File: src/rtl/secure_router_collector.sv
//==============================================================================
// Module   : secure_router_collector
// Purpose  : Deserializes four strobed serial lanes and merges the words into
//            one lane-tagged valid/ready stream with round-robin arbitration.
//            Optional macro PARITY_EN adds an even-parity bit per word.
// Revision : 1.0 - initial release
//==============================================================================
`default_nettype none

module secure_router_collector #(
  parameter int DATA_W = 4
) (
  input  logic              clk,
  input  logic              rst,
  input  logic              data_in0,
  input  logic              data_in1,
  input  logic              data_in2,
  input  logic              data_in3,
  input  logic              strobe_in0,
  input  logic              strobe_in1,
  input  logic              strobe_in2,
  input  logic              strobe_in3,
  input  logic              out_ready,
  input  logic              err_clr,
  output logic              out_valid,
  output logic [1:0]        out_lane,
  output logic [DATA_W-1:0] out_data,
  output logic [3:0]        frame_err,
`ifdef PARITY_EN
  output logic [3:0]        parity_err,
`endif
  output logic [3:0]        ovf_err
);

`ifdef PARITY_EN
  localparam int c_WORD_LEN = DATA_W + 1;
`else
  localparam int c_WORD_LEN = DATA_W;
`endif
  // The shift register only keeps the bits that precede the current one.
  localparam int c_SHIFT_W = c_WORD_LEN - 1;
  localparam int c_CNT_W   = $clog2(c_WORD_LEN);
  localparam logic [c_CNT_W-1:0] c_LAST = c_CNT_W'(c_WORD_LEN - 1);

  logic [3:0]          w_data;
  logic [3:0]          w_strobe;
  logic [3:0]          w_hold_vld;
  logic [4*DATA_W-1:0] w_hold_flat;
  logic [3:0]          w_grant;
  logic [1:0]          w_gnt_lane;
  logic                w_gnt_any;
  logic [1:0]          w_idx;
  logic                w_out_free;

  logic                r_out_valid;
  logic [1:0]          r_out_lane;
  logic [DATA_W-1:0]   r_out_data;
  logic [1:0]          r_ptr;

  assign w_data   = {data_in3, data_in2, data_in1, data_in0};
  assign w_strobe = {strobe_in3, strobe_in2, strobe_in1, strobe_in0};

  for (genvar n = 0; n < 4; n++) begin : g_lane
    logic [c_SHIFT_W-1:0] r_shift;
    logic [c_CNT_W-1:0]   r_cnt;
    logic [DATA_W-1:0]    r_hold;
    logic                 r_hold_vld;
    logic                 r_frame_err;
    logic                 r_ovf_err;
    logic                 w_last;
    logic                 w_ok;
    logic                 w_done;
    logic                 w_frame_set;
    logic                 w_ovf_set;
    logic [DATA_W-1:0]    w_word;

    assign w_last = w_strobe[n] && (r_cnt == c_LAST);
`ifdef PARITY_EN
    logic r_parity_err;
    logic w_par_set;
    // Payload already sits in the shift register; the live bit is parity.
    assign w_word    = r_shift;
    assign w_ok      = ~^{r_shift, w_data[n]};
    assign w_par_set = w_last && !w_ok;
    assign parity_err[n] = r_parity_err;
`else
    assign w_word = {r_shift, w_data[n]};
    assign w_ok   = 1'b1;
`endif
    assign w_done      = w_last && w_ok;
    assign w_frame_set = !w_strobe[n] && (r_cnt != '0);
    assign w_ovf_set   = w_done && r_hold_vld && !w_grant[n];

    always_ff @(posedge clk or negedge rst) begin
      if (!rst) begin
        r_shift     <= '0;
        r_cnt       <= '0;
        r_hold      <= '0;
        r_hold_vld  <= 1'b0;
        r_frame_err <= 1'b0;
        r_ovf_err   <= 1'b0;
`ifdef PARITY_EN
        r_parity_err <= 1'b0;
`endif
      end else begin
        if (w_strobe[n]) begin
          r_shift <= c_SHIFT_W'({r_shift, w_data[n]});
          r_cnt   <= w_last ? '0 : r_cnt + c_CNT_W'(1);
        end else begin
          r_cnt <= '0;
        end
        // A grant in the same cycle frees the slot for the new word.
        if (w_done && (!r_hold_vld || w_grant[n])) begin
          r_hold     <= w_word;
          r_hold_vld <= 1'b1;
        end else if (w_grant[n]) begin
          r_hold_vld <= 1'b0;
        end
        r_frame_err <= w_frame_set | (r_frame_err & ~err_clr);
        r_ovf_err   <= w_ovf_set   | (r_ovf_err   & ~err_clr);
`ifdef PARITY_EN
        r_parity_err <= w_par_set | (r_parity_err & ~err_clr);
`endif
      end
    end

    assign w_hold_vld[n]                    = r_hold_vld;
    assign w_hold_flat[n*DATA_W +: DATA_W]  = r_hold;
    assign frame_err[n]                     = r_frame_err;
    assign ovf_err[n]                       = r_ovf_err;
  end

  assign w_out_free = !r_out_valid || out_ready;

  always_comb begin
    w_grant    = '0;
    w_gnt_lane = '0;
    w_gnt_any  = 1'b0;
    w_idx      = '0;
    for (int i = 0; i < 4; i++) begin
      w_idx = r_ptr + 2'(i);
      if (w_out_free && !w_gnt_any && w_hold_vld[w_idx]) begin
        w_gnt_any        = 1'b1;
        w_gnt_lane       = w_idx;
        w_grant[w_idx]   = 1'b1;
      end
    end
  end

  always_ff @(posedge clk or negedge rst) begin
    if (!rst) begin
      r_out_valid <= 1'b0;
      r_out_lane  <= '0;
      r_out_data  <= '0;
      r_ptr       <= '0;
    end else if (w_out_free) begin
      if (w_gnt_any) begin
        r_out_valid <= 1'b1;
        r_out_lane  <= w_gnt_lane;
        r_out_data  <= w_hold_flat[w_gnt_lane*DATA_W +: DATA_W];
        r_ptr       <= w_gnt_lane + 2'd1;
      end else begin
        r_out_valid <= 1'b0;
      end
    end
  end

  assign out_valid = r_out_valid;
  assign out_lane  = r_out_lane;
  assign out_data  = r_out_data;

endmodule

`default_nettype wire

File: config.mk
export PLATFORM = sky130hd
export DESIGN_NAME = secure_router_collector
export DESIGN_NICKNAME = d
export VERILOG_FILES = /design/src/rtl/secure_router_collector.sv
export SDC_FILE = /design/constraint.sdc
export NUM_CORES = 1
export LEC_CHECK = 0
export BUFFER_PORTS_ARGS = -buffer_cell sky130_fd_sc_hd__buf_2
export CORE_MARGIN = 2
export CORE_UTILIZATION = 25
export CTS_CLUSTER_SIZE = 16
export DETAILED_ROUTE_END_ITERATION = 10
export PLACE_DENSITY = 0.48
export SLEW_MARGIN = 20
export SYNTH_ARGS = -nofsm -noshare
export SYNTH_HDL_FRONTEND = slang
export SYNTH_SLANG_ARGS = --single-unit
File: constraint.sdc
create_clock -name clk -period 4 [get_ports clk]
set_input_delay 0.2 -clock clk [delete_from_list [all_inputs] [get_ports clk]]
set_output_delay 0.2 -clock clk [all_outputs]
set_load 0.02 [all_outputs]
==> flow_summary_export.csv, run 1 <==
group,metric,value,unit
status,status,"finished clean",
floorplanning,die_y,116,um
routing,ant_nets,0,
routing,viasPerCell,4.38,
cells_and_area,nets,327,
cells_and_area,final_area,3690,um2
cts,cts_resized,0,
power,vdd_drop_max,226,uV
worst_setup_path,cp-end-kind,"flip-flop",
yosys,synth_nets,306,
worst_setup_path,path_max_fanout,11,
sta,period_share,0.729,
min_path,hold_depth,2,
routing,vias,2064,
routing,routed_wl,6.62,mm
routing,drc,0,
min_path,min_path_type,"in -> reg",
worst_setup_path,ff2ff_setup_slack,1.08,ns
routing,detail_route.iter0.violations,107,
yosys,async_reset_ff_frac,1.00,
placement,port_buffers,26,
floorplanning,core_region_area,12100,um2
sta,fin_ws,1.08,ns
worst_setup_path,path_class,"reg -> reg",
cts,clock-sinks,57,
cells_and_area,stdcell_count,471,
cts,cts_tree,"done",
sta,relSlewSlack,0.627,
floorplanning,core.rowCount,40,
placement,dpl_worst_slack,1.13,ns
job,drv_cap,0,
floorplanning,dieArea,13400,um2
global_route,grt.total_usage,0.106,
placement,globalplace.congestion,0.826,
sta,tightestPinTransition,0.559,ns
worst_setup_path,r2r_cells,7,
global_route,grt_pass1_wl,10.9,mm
floorplanning,boundaryPins,27,
yosys,synth_cell_types,42,
cells_and_area,fin_util,0.305,
placement,post-dp-hpwl,4.79,mm
cts,htreeDepth,3,
sta,drv_slew,0,
placement,dpl_cell_area,3370,um2
yosys,ys_warn_count,0,
sta,tns,0,ns
sta,fin_skew,0.00786,ns
cts,clock_latency,0.32,ns
yosys,synth_seq_cells,57,
cts,cts_made_buffers,9,
yosys,synthFlopType,"dfrtp_1",
min_path,holdCritStartpoint,"data_in2",
cts,cts_hold_buf,1,
routing,drt_pass1_iterations,4,
worst_setup_path,cp.arrival,3.11,ns
worst_setup_path,r2r-start,"r_ptr[0]",
power,p_per_area,823,nW/um2
cts,clockRootBuffer,"clkbuf_16",
min_path,min_to,"g_lane[2].r_hold[0]",
yosys,syn_area,3120,um2
cells_and_area,syn2layout_area_growth,18.3,%
sta,setup_viol,0,
yosys,synth-seq-area-share,0.457,
sta,fmax,343,MHz
power,power.leakage,1.67,nW
yosys,syn_avg_cell_area,11.2,um2
cells_and_area,diodes,0,
sta,min_period,2.92,ns
routing,routedWlPerCell,14.0,um
cts,cts_buffer_depth,2,
global_route,grt_start_max_net_pins,34,
yosys,synth_edf_count,0,
sta,rsz0062_at_grt,"no",
worst_setup_path,r2r-end,"g_lane[0].r_hold[3]",
worst_setup_path,worstPathRequired,4.20,ns
worst_setup_path,crit_start,"r_ptr[0]",
placement,dp.cells,455,
cts,cts.clk_slew.worst_paths,0.05,ns
worst_setup_path,critPathLaunchType,"flip-flop",
global_route,grt_pass1_vias,2046,
global_route,gr-total-overflow,0,
global_route,antenna_found_initial,0,
cells_and_area,nFillCells,1280,
yosys,syn_inst,278,
cts,cts_setup_buffers,0,
sta,hold_viol,0,
cells_and_area,drive_gt1_frac,0.323,
floorplanning,die_w,116,um
floorplanning,start_util,0.258,
-- per-layer routing --
layer | global-route usage | wire length (um) | up-vias
li1 | - | - | 1009
met1 | 0.138 | 3130 | 1009
met2 | 0.171 | 3170 | 36
met3 | 0.0256 | 216 | 10
met4 | 0.0421 | 108 | 0
met5 | 0 | 0 | -
-- worst max-delay path: stages (launching register included) --
cell,delay (ns)
dfrtp_1,0.34
inv_1,0.11
ha_1,0.48
mux4_2,0.66
o21ai_1,0.38
a311o_2,0.29
nor2b_4,0.22
mux2_4,0.32
-- report_power, final --
group	total, mW	internal, mW	switching, mW
Clock	0.799	0.545	0.254
Combinational	1.34	0.617	0.724
Sequential	0.900	0.758	0.142
-- cell usage after synthesis (4+ instances only) --
cell       number  area [um2]
ha_1           16         200
a21oi_1        10        50.1
buf_4           8        60.1
nand4bb_1       4        45.0
nor2b_1         4        25.0
inv_1          27         101
a311o_2         4        45.0
o221a_2         8        90.1
mux2_2         22         248
buf_2           7        35.0
o22ai_1         8        50.1
nand3_1         5        25.0
nand2_1        30         113
nor2_1          6        22.5
nor2b_4         4        55.1
dfrtp_1        57        1430
o21ai_0        11        55.1
o31ai_1         4        30.0
mux2_4          9         135
clkbuf_1        4        15.0
-- layout by cell type (no fill, tap or decap), types with 2 or more instances in the layout --
master | netlist | layout
a21oi_1 | 10 | 10
a311o_2 | 4 | 4
buf_2 | 7 | 26
buf_4 | 8 | 4
clkbuf_16 | 0 | 9
clkbuf_8 | 0 | 4
dfrtp_1 | 57 | 57
ha_1 | 16 | 16
inv_1 | 27 | 27
mux2_2 | 22 | 22
mux2_4 | 9 | 9
mux2i_1 | 3 | 3
mux4_2 | 3 | 3
nand2_1 | 30 | 30
nand2b_1 | 2 | 2
nand3_1 | 5 | 5
nand4bb_1 | 4 | 4
nor2_1 | 6 | 6
nor2b_1 | 4 | 4
nor2b_4 | 4 | 4
nor3b_1 | 2 | 2
o21ai_0 | 11 | 11
o21ai_1 | 3 | 3
o221a_2 | 8 | 8
o22ai_1 | 8 | 8
o31ai_1 | 4 | 4
-- cell type report --
| type | instances | area, um2 | share of cell area |
|---|---|---|---|
| Multi-Input combinational cell | 173 | 1470 | 0.398 |
| Tap cell | 168 | 210 | 0.0569 |
| Sequential cell | 57 | 1430 | 0.386 |
| Clock buffer | 13 | 280 | 0.0759 |
| Timing Repair Buffer | 31 | 170 | 0.0461 |
| Clock inverter | 2 | 35.0 | 0.00949 |
| Inverter | 27 | 101 | 0.0274 |
-- state kept, by name, summed over array words and instances, names as in the netlist --
signal / count
g_lane.r_frame_err: 4
out_valid: 1
g_lane.r_shift: 12
g_lane.r_ovf_err: 4
out_data: 4
g_lane.r_hold: 16
g_lane.r_cnt: 8
g_lane.r_hold_vld: 4
r_ptr: 2
out_lane: 2
-- worst max path at each step --
stage | endpoint
after global placement | g_lane[0].r_hold[2]
after global routing | g_lane[0].r_hold[0]
after CTS | g_lane[0].r_hold[3]
after detailed placement | g_lane[0].r_hold[3]
final | g_lane[0].r_hold[3]
after floorplan | g_lane[2].r_hold[1]
-- logic make-up after synthesis --
group,after synthesis,share of synthesized area
XOR/XNOR,1,0.00281
buffers and inverters,48,0.0725
flip-flops,57,0.457
adder cells (fa/ha/maj),16,0.0641
AND/OR/NAND/NOR,64,0.115
multiplexers,38,0.162
AO/OA/AOI/OAI,54,0.126
-- stage by stage --
step	total power [mW]	hold WS (ns)
2_1_floorplan	1.94	-0.0956
3_3_place_gp	2.24	0.226
3_5_place_dp	2.24	0.226
4_1_cts	3.06	0.124
5_1_grt	3.24	0.124
6_report	3.04	0.132
(Power assumes the default switching activity.)
==> run 2: changes to the inputs <==
--- a/config.mk
+++ b/config.mk
@@ -10,7 +10,7 @@
 export CORE_UTILIZATION = 25
 export CTS_CLUSTER_SIZE = 16
 export DETAILED_ROUTE_END_ITERATION = 10
-export PLACE_DENSITY = 0.48
+export PLACE_DENSITY = 0.49
 export SLEW_MARGIN = 20
 export SYNTH_ARGS = -nofsm -noshare
 export SYNTH_HDL_FRONTEND = slang
==> constraint.sdc (replaced) <==
create_clock -name clk -period 2.6 [get_ports clk]
set_input_delay 0.13 -clock clk [delete_from_list [all_inputs] [get_ports clk]]
set_output_delay 0.13 -clock clk [all_outputs]
set_load 0.02 [all_outputs]
==> flow_summary_export.csv, run 2 (same netlist as run 1, synthesis figures left out) <==
group,metric,value,unit
global_route,grt_start_max_net_pins,37,
power,p_int,2.97,mW
cts,clock_latency,0.32,ns
sta,hold_viol,0,
sta,min_period,2.51,ns
routing,detail_route.iter0.violations,89,
global_route,grt_pass1_wl,11.0,mm
worst_setup_path,cp.arrival,2.72,ns
routing,vias,2145,
cells_and_area,nFillCells,1300,
routing,routed_wl,6.77,mm
cells_and_area,diodes,0,
cells_and_area,reg_top3,"g_lane.r_hold: 16 flops, g_lane.r_shift: 12 flops, g_lane.r_cnt: 8 flops",
worst_setup_path,cp-end-kind,"flip-flop",
cts,cts_made_buffers,9,
power,vdd_drop_max,453,uV
placement,dp.cells,459,
cts,htreeDepth,3,
power,clock_power_share,0.243,
job,drv_cap,0,
cells_and_area,largest_reg_flops,16,
cells_and_area,mostFrequentLayoutCells,"55 x dfrtp_1, 30 x nand2_1, 26 x buf_2, 25 x inv_1, 19 x mux2_2",
placement,post-dp-hpwl,4.86,mm
power,power.leakage,1.68,nW
sta,drv_slew,0,
power,seqPwrFrac,0.295,
placement,globalplace.congestion,0.797,
worst_setup_path,path_class,"reg -> reg",
power,p_sw_frac,0.377,
worst_setup_path,path_max_fanout,6,
routing,ant_nets,0,
routing,drt_pass1_iterations,5,
sta,setup_viol,0,
global_route,gr-total-overflow,0,
routing,drc,0,
sta,rsz0062_at_grt,"yes",
cts,cts_setup_buffers,0,
power,power_frac_comb,0.462,
cts,cts_tree,"done",
cts,clock-sinks,57,
power,power_switching,1.80,mW
sta,hold_slack,0.0515,ns
floorplanning,dieArea,13400,um2
cts,cts_buffer_depth,2,
sta,tightestPinTransition,0.534,ns
floorplanning,die_y,116,um
placement,port_buffers,26,
cells_and_area,stdcell_count,477,
floorplanning,die_w,116,um
global_route,grt_pass1_vias,2142,
global_route,grt.total_usage,0.108,
min_path,min_path_type,"in -> reg",
routing,viasPerCell,4.50,
cts,cts.clk_slew.worst_paths,0.06,ns
cells_and_area,regMostFlops,"g_lane.r_hold",
sta,fmax,399,MHz
power,p_per_area,1270,nW/um2
floorplanning,core.rowCount,40,
status,status,"finished clean",
cells_and_area,layout_commonest_cell,"dfrtp_1",
sta,relSlewSlack,0.641,
floorplanning,boundaryPins,27,
cells_and_area,nets,332,
sta,period_share,0.965,
sta,fin_skew,0.00861,ns
floorplanning,start_util,0.258,
worst_setup_path,critPathLaunchType,"flip-flop",
routing,routedWlPerCell,14.2,um
cells_and_area,drive_gt1_frac,0.362,
sta,tns,0,ns
cells_and_area,syn2layout_area_growth,20.6,%
power,p_total,4.77,mW
global_route,antenna_found_initial,0,
worst_setup_path,worstPathRequired,2.81,ns
cts,clockRootBuffer,"clkbuf_16",
floorplanning,core_region_area,12100,um2
==> run 2: per-layer routing <==
| layer | wire length, um | vias to the layer above | global-route usage |
|---|---|---|---|
| li1 | - | 1028 | - |
| met1 | 3210 | 1072 | 0.141 |
| met2 | 3180 | 35 | 0.164 |
| met3 | 243 | 10 | 0.0303 |
| met4 | 137 | 0 | 0.0524 |
| met5 | 0 | - | 0 |
==> run 2: layout make-up <==
type / count / area [um2] / area share
Clock inverter: 7 / 71.3 / 0.0189
Tap cell: 168 / 210 / 0.0558
Timing Repair Buffer: 35 / 204 / 0.0542
Clock buffer: 9 / 225 / 0.0598
Sequential cell: 57 / 1430 / 0.380
Multi-Input combinational cell: 174 / 1520 / 0.403
Inverter: 27 / 106 / 0.0282
==> run 2: worst max-delay path, stage by stage (launching register included) <==
cell and delay [ns]:
dfrtp_2 0.40, inv_6 0.05, ha_4 0.28, mux4_2 0.56
nand4bb_1 0.24, a21oi_2 0.14, a311o_2 0.15, nor2b_4 0.24
mux2_4 0.32
==> run 2: metrics by stage <==
| stage | area (um2) | worst slack (ns) | util |
|---|---|---|---|
| finish | 3760 | 0.0921 | 0.311 |
| global route | 3760 | -0.00753 | 0.311 |
| detailed placement | 3430 | 0.0660 | 0.283 |
| CTS | 3740 | 0.0455 | 0.309 |
| floorplan | 3180 | -0.0778 | - |
| global placement | 3430 | 0.0855 | 0.283 |
==> run 2: power by group through the flow <==
| stage | registers [mW] | clock network, mW | logic (mW) |
|---|---|---|---|
| finish | 1.41 | 1.16 | 2.20 |
| floorplan | 1.37 | 0 | 1.72 |
| detailed placement | 1.42 | 0 | 2.15 |
| global placement | 1.42 | 0 | 2.14 |
| global route | 1.46 | 1.23 | 2.42 |
| CTS | 1.41 | 1.19 | 2.16 |
==> run 2: final timing paths <==
kind	startpoint	slack, ns	endpoint	cells after the start
min	data_in3	0.05	g_lane[3].r_shift[0]	2
max	r_ptr[0]	0.09	g_lane[3].r_hold[0]	8
max reg2reg	r_ptr[0]	0.09	g_lane[3].r_hold[0]	8
min reg2reg	g_lane[1].r_cnt[0]	0.46	g_lane[1].r_cnt[0]	1
max in group asynchronous	rst	1.45	g_lane[3].r_shift[2]	3
min in group asynchronous	rst	0.31	out_lane[0]	2
==> run 2: what timing repair did <==
action                                 in CTS  in global routing
endpoints found under the hold margin      21                  0
gates resized for setup                     0                  4
setup endpoints to repair                   0                 13
hold buffers                                1                  0
==> run 3: changes to the inputs <==
--- a/config.mk
+++ b/config.mk
@@ -6,6 +6,7 @@
 export NUM_CORES = 1
 export LEC_CHECK = 0
 export BUFFER_PORTS_ARGS = -buffer_cell sky130_fd_sc_hd__buf_2
+export CORE_ASPECT_RATIO = 1.5
 export CORE_MARGIN = 2
 export CORE_UTILIZATION = 25
 export CTS_CLUSTER_SIZE = 16
==> flow_summary_export.csv, run 3 (same netlist as run 1, synthesis figures left out) <==
group,metric,value,unit
cts,clock-sinks,57,
sta,hold_slack,0.0499,ns
power,vdd_drop_max,543,uV
cells_and_area,layout_commonest_cell,"dfrtp_1",
worst_setup_path,path_cells,"inv_6, ha_4, mux4_2, nand4bb_1, a21oi_1, a311o_2, nor2b_4, mux2_4",
floorplanning,core_region_area,12300,um2
floorplanning,core.rowCount,50,
power,clock_power_share,0.234,
cells_and_area,reg_top3,"g_lane.r_hold: 16 flops, g_lane.r_shift: 12 flops, g_lane.r_cnt: 8 flops",
cells_and_area,multi_input_area,1520,um2
cts,cts_made_buffers,9,
power,power_switching,1.81,mW
global_route,gr-total-overflow,0,
sta,fin_skew,0.00673,ns
global_route,met1_usage,0.119,
routing,ant_nets,0,
sta,period_share,0.966,
global_route,grtUsageMet2,0.194,
routing,routedWlPerCell,14.9,um
worst_setup_path,worstPathRequired,2.81,ns
sta,fin_ws,0.0879,ns
cts,cts.clk_slew.worst_paths,0.05,ns
cells_and_area,syn2layout_area_growth,21.4,%
cells_and_area,regArea,1430,um2
cells_and_area,nFillCells,1247,
power,p_per_area,1280,nW/um2
worst_setup_path,r2r-start,"r_ptr[0]",
cts,cts_buffer_depth,2,
global_route,busiest_layer,"met2",
cells_and_area,nets,336,
worst_setup_path,worst_path_largest_cell_delay,0.58,ns
worst_setup_path,path_buf_inv,1,
routing,drc,0,
cts,cts_tree,"done",
routing,vias,2142,
worst_setup_path,cp.arrival,2.72,ns
power,p_sw_frac,0.373,
power,seqPwrFrac,0.291,
placement,dp.cells,450,
worst_setup_path,cp_top_family,"multiplexers",
worst_setup_path,cp-end-kind,"flip-flop",
routing,detail_route.iter0.violations,165,
cells_and_area,stdcell_count,469,
floorplanning,boundaryPins,27,
worst_setup_path,path_max_fanout,6,
cts,clockRootBuffer,"clkbuf_16",
floorplanning,start_util,0.253,
worst_setup_path,path_class,"reg -> reg",
power,p_int,3.04,mW
power,power_frac_comb,0.475,
sta,setup_viol,0,
global_route,antenna_found_initial,0,
placement,globalplace.congestion,0.843,
sta,fmax,398,MHz
worst_setup_path,critPathLaunchType,"flip-flop",
min_path,min_path_type,"in -> reg",
sta,tightestPinTransition,0.739,ns
cells_and_area,mostFrequentLayoutCells,"55 x dfrtp_1, 30 x nand2_1, 26 x buf_2, 25 x inv_1, 19 x mux2_2",
floorplanning,die_y,141,um
cells_and_area,regMostFlops,"g_lane.r_hold",
cts,htreeDepth,3,
global_route,grt_pass1_wl,11.2,mm
sta,rsz0062_at_grt,"yes",
sta,drv_slew,0,
cells_and_area,largest_reg_flops,16,
placement,port_buffers,26,
sta,min_period,2.51,ns
floorplanning,die_w,95.2,um
status,status,"finished clean",
routing,routed_wl,6.98,mm
worst_setup_path,critPathSlowestCell,"mux4_2",
power,power.leakage,1.72,nW
routing,viasPerCell,4.57,
placement,post-dp-hpwl,5.12,mm
sta,relSlewSlack,0.507,
cts,clock_latency,0.33,ns
routing,drt_pass1_iterations,4,
global_route,grt.total_usage,0.111,
job,drv_cap,0,
cells_and_area,diodes,0,
sta,hold_viol,0,
global_route,grtUsageMet3,0.0246,
floorplanning,dieArea,13400,um2
global_route,grt_start_max_net_pins,58,
global_route,grt_pass1_vias,2194,
min_path,holdCritStartpoint,"data_in2",
worst_setup_path,crit_start,"r_ptr[0]",
placement,dpl_worst_slack,0.0484,ns
cells_and_area,drive_gt1_frac,0.364,
-- run 3: final timing paths --
| check | end | slack (ns) | cells after the start |
|---|---|---|---|
| setup / recovery | g_lane[0].r_hold[1] | 0.09 | 8 |
| hold / removal | g_lane[2].r_hold[0] | 0.05 | 2 |
| setup reg to reg | g_lane[0].r_hold[1] | 0.09 | 8 |
| hold reg to reg | g_lane[1].r_cnt[0] | 0.46 | 1 |
| max in group asynchronous | r_ptr[1] | 1.61 | 3 |
| min in group asynchronous | g_lane[0].r_hold[2] | 0.47 | 3 |
-- run 3: timing repair --
action	in CTS	in global routing
endpoints found under the hold margin	57	0
setup buffers	0	1
setup endpoints to repair	0	16
resized for setup	0	2
hold buffers	1	0
-- run 3: worst register-to-register path, stage by stage (launching register included) --
cell,delay [ns]
dfrtp_2,0.42
inv_6,0.04
ha_4,0.28
mux4_2,0.58
nand4bb_1,0.21
a21oi_1,0.14
a311o_2,0.16
nor2b_4,0.24
mux2_4,0.32
-- run 3: cell type report --
type	instances	area share
clock buffer	14	0.0749
clock inverter	2	0.00264
inverter	27	0.0281
multi-input combinational	174	0.402
sequential	57	0.377
tap	156	0.0515
timing repair buffer	39	0.0640
-- run 3: power groups by stage --
| stage | Combinational [mW] | Sequential (mW) | Clock [mW] |
|---|---|---|---|
| after floorplan | 1.72 | 1.37 | 0 |
| after global placement | 2.22 | 1.42 | 0 |
| after detailed placement | 2.23 | 1.42 | 0 |
| after CTS | 2.24 | 1.41 | 1.16 |
| after global routing | 2.53 | 1.45 | 1.20 |
| final | 2.30 | 1.41 | 1.13 |
-- run 3: per-stage QoR --
stage	power (mW)	util	instance area [um2]	setup TNS, ns
6_report	4.84	0.308	3790	0
5_1_grt	5.17	0.308	3790	-0.0206
4_1_cts	4.80	0.305	3760	0
3_5_place_dp	3.65	0.280	3450	0
3_3_place_gp	3.63	0.280	3450	0
2_1_floorplan	3.10	-	3180	-0.968
-- run 3: per-layer routing --
layer | vias to the layer above | share of wire
met5 | - | 0
met1 | 1068 | 0.40
met3 | 12 | 0.023
met4 | 0 | 0.028
li1 | 1032 | -
met2 | 30 | 0.55
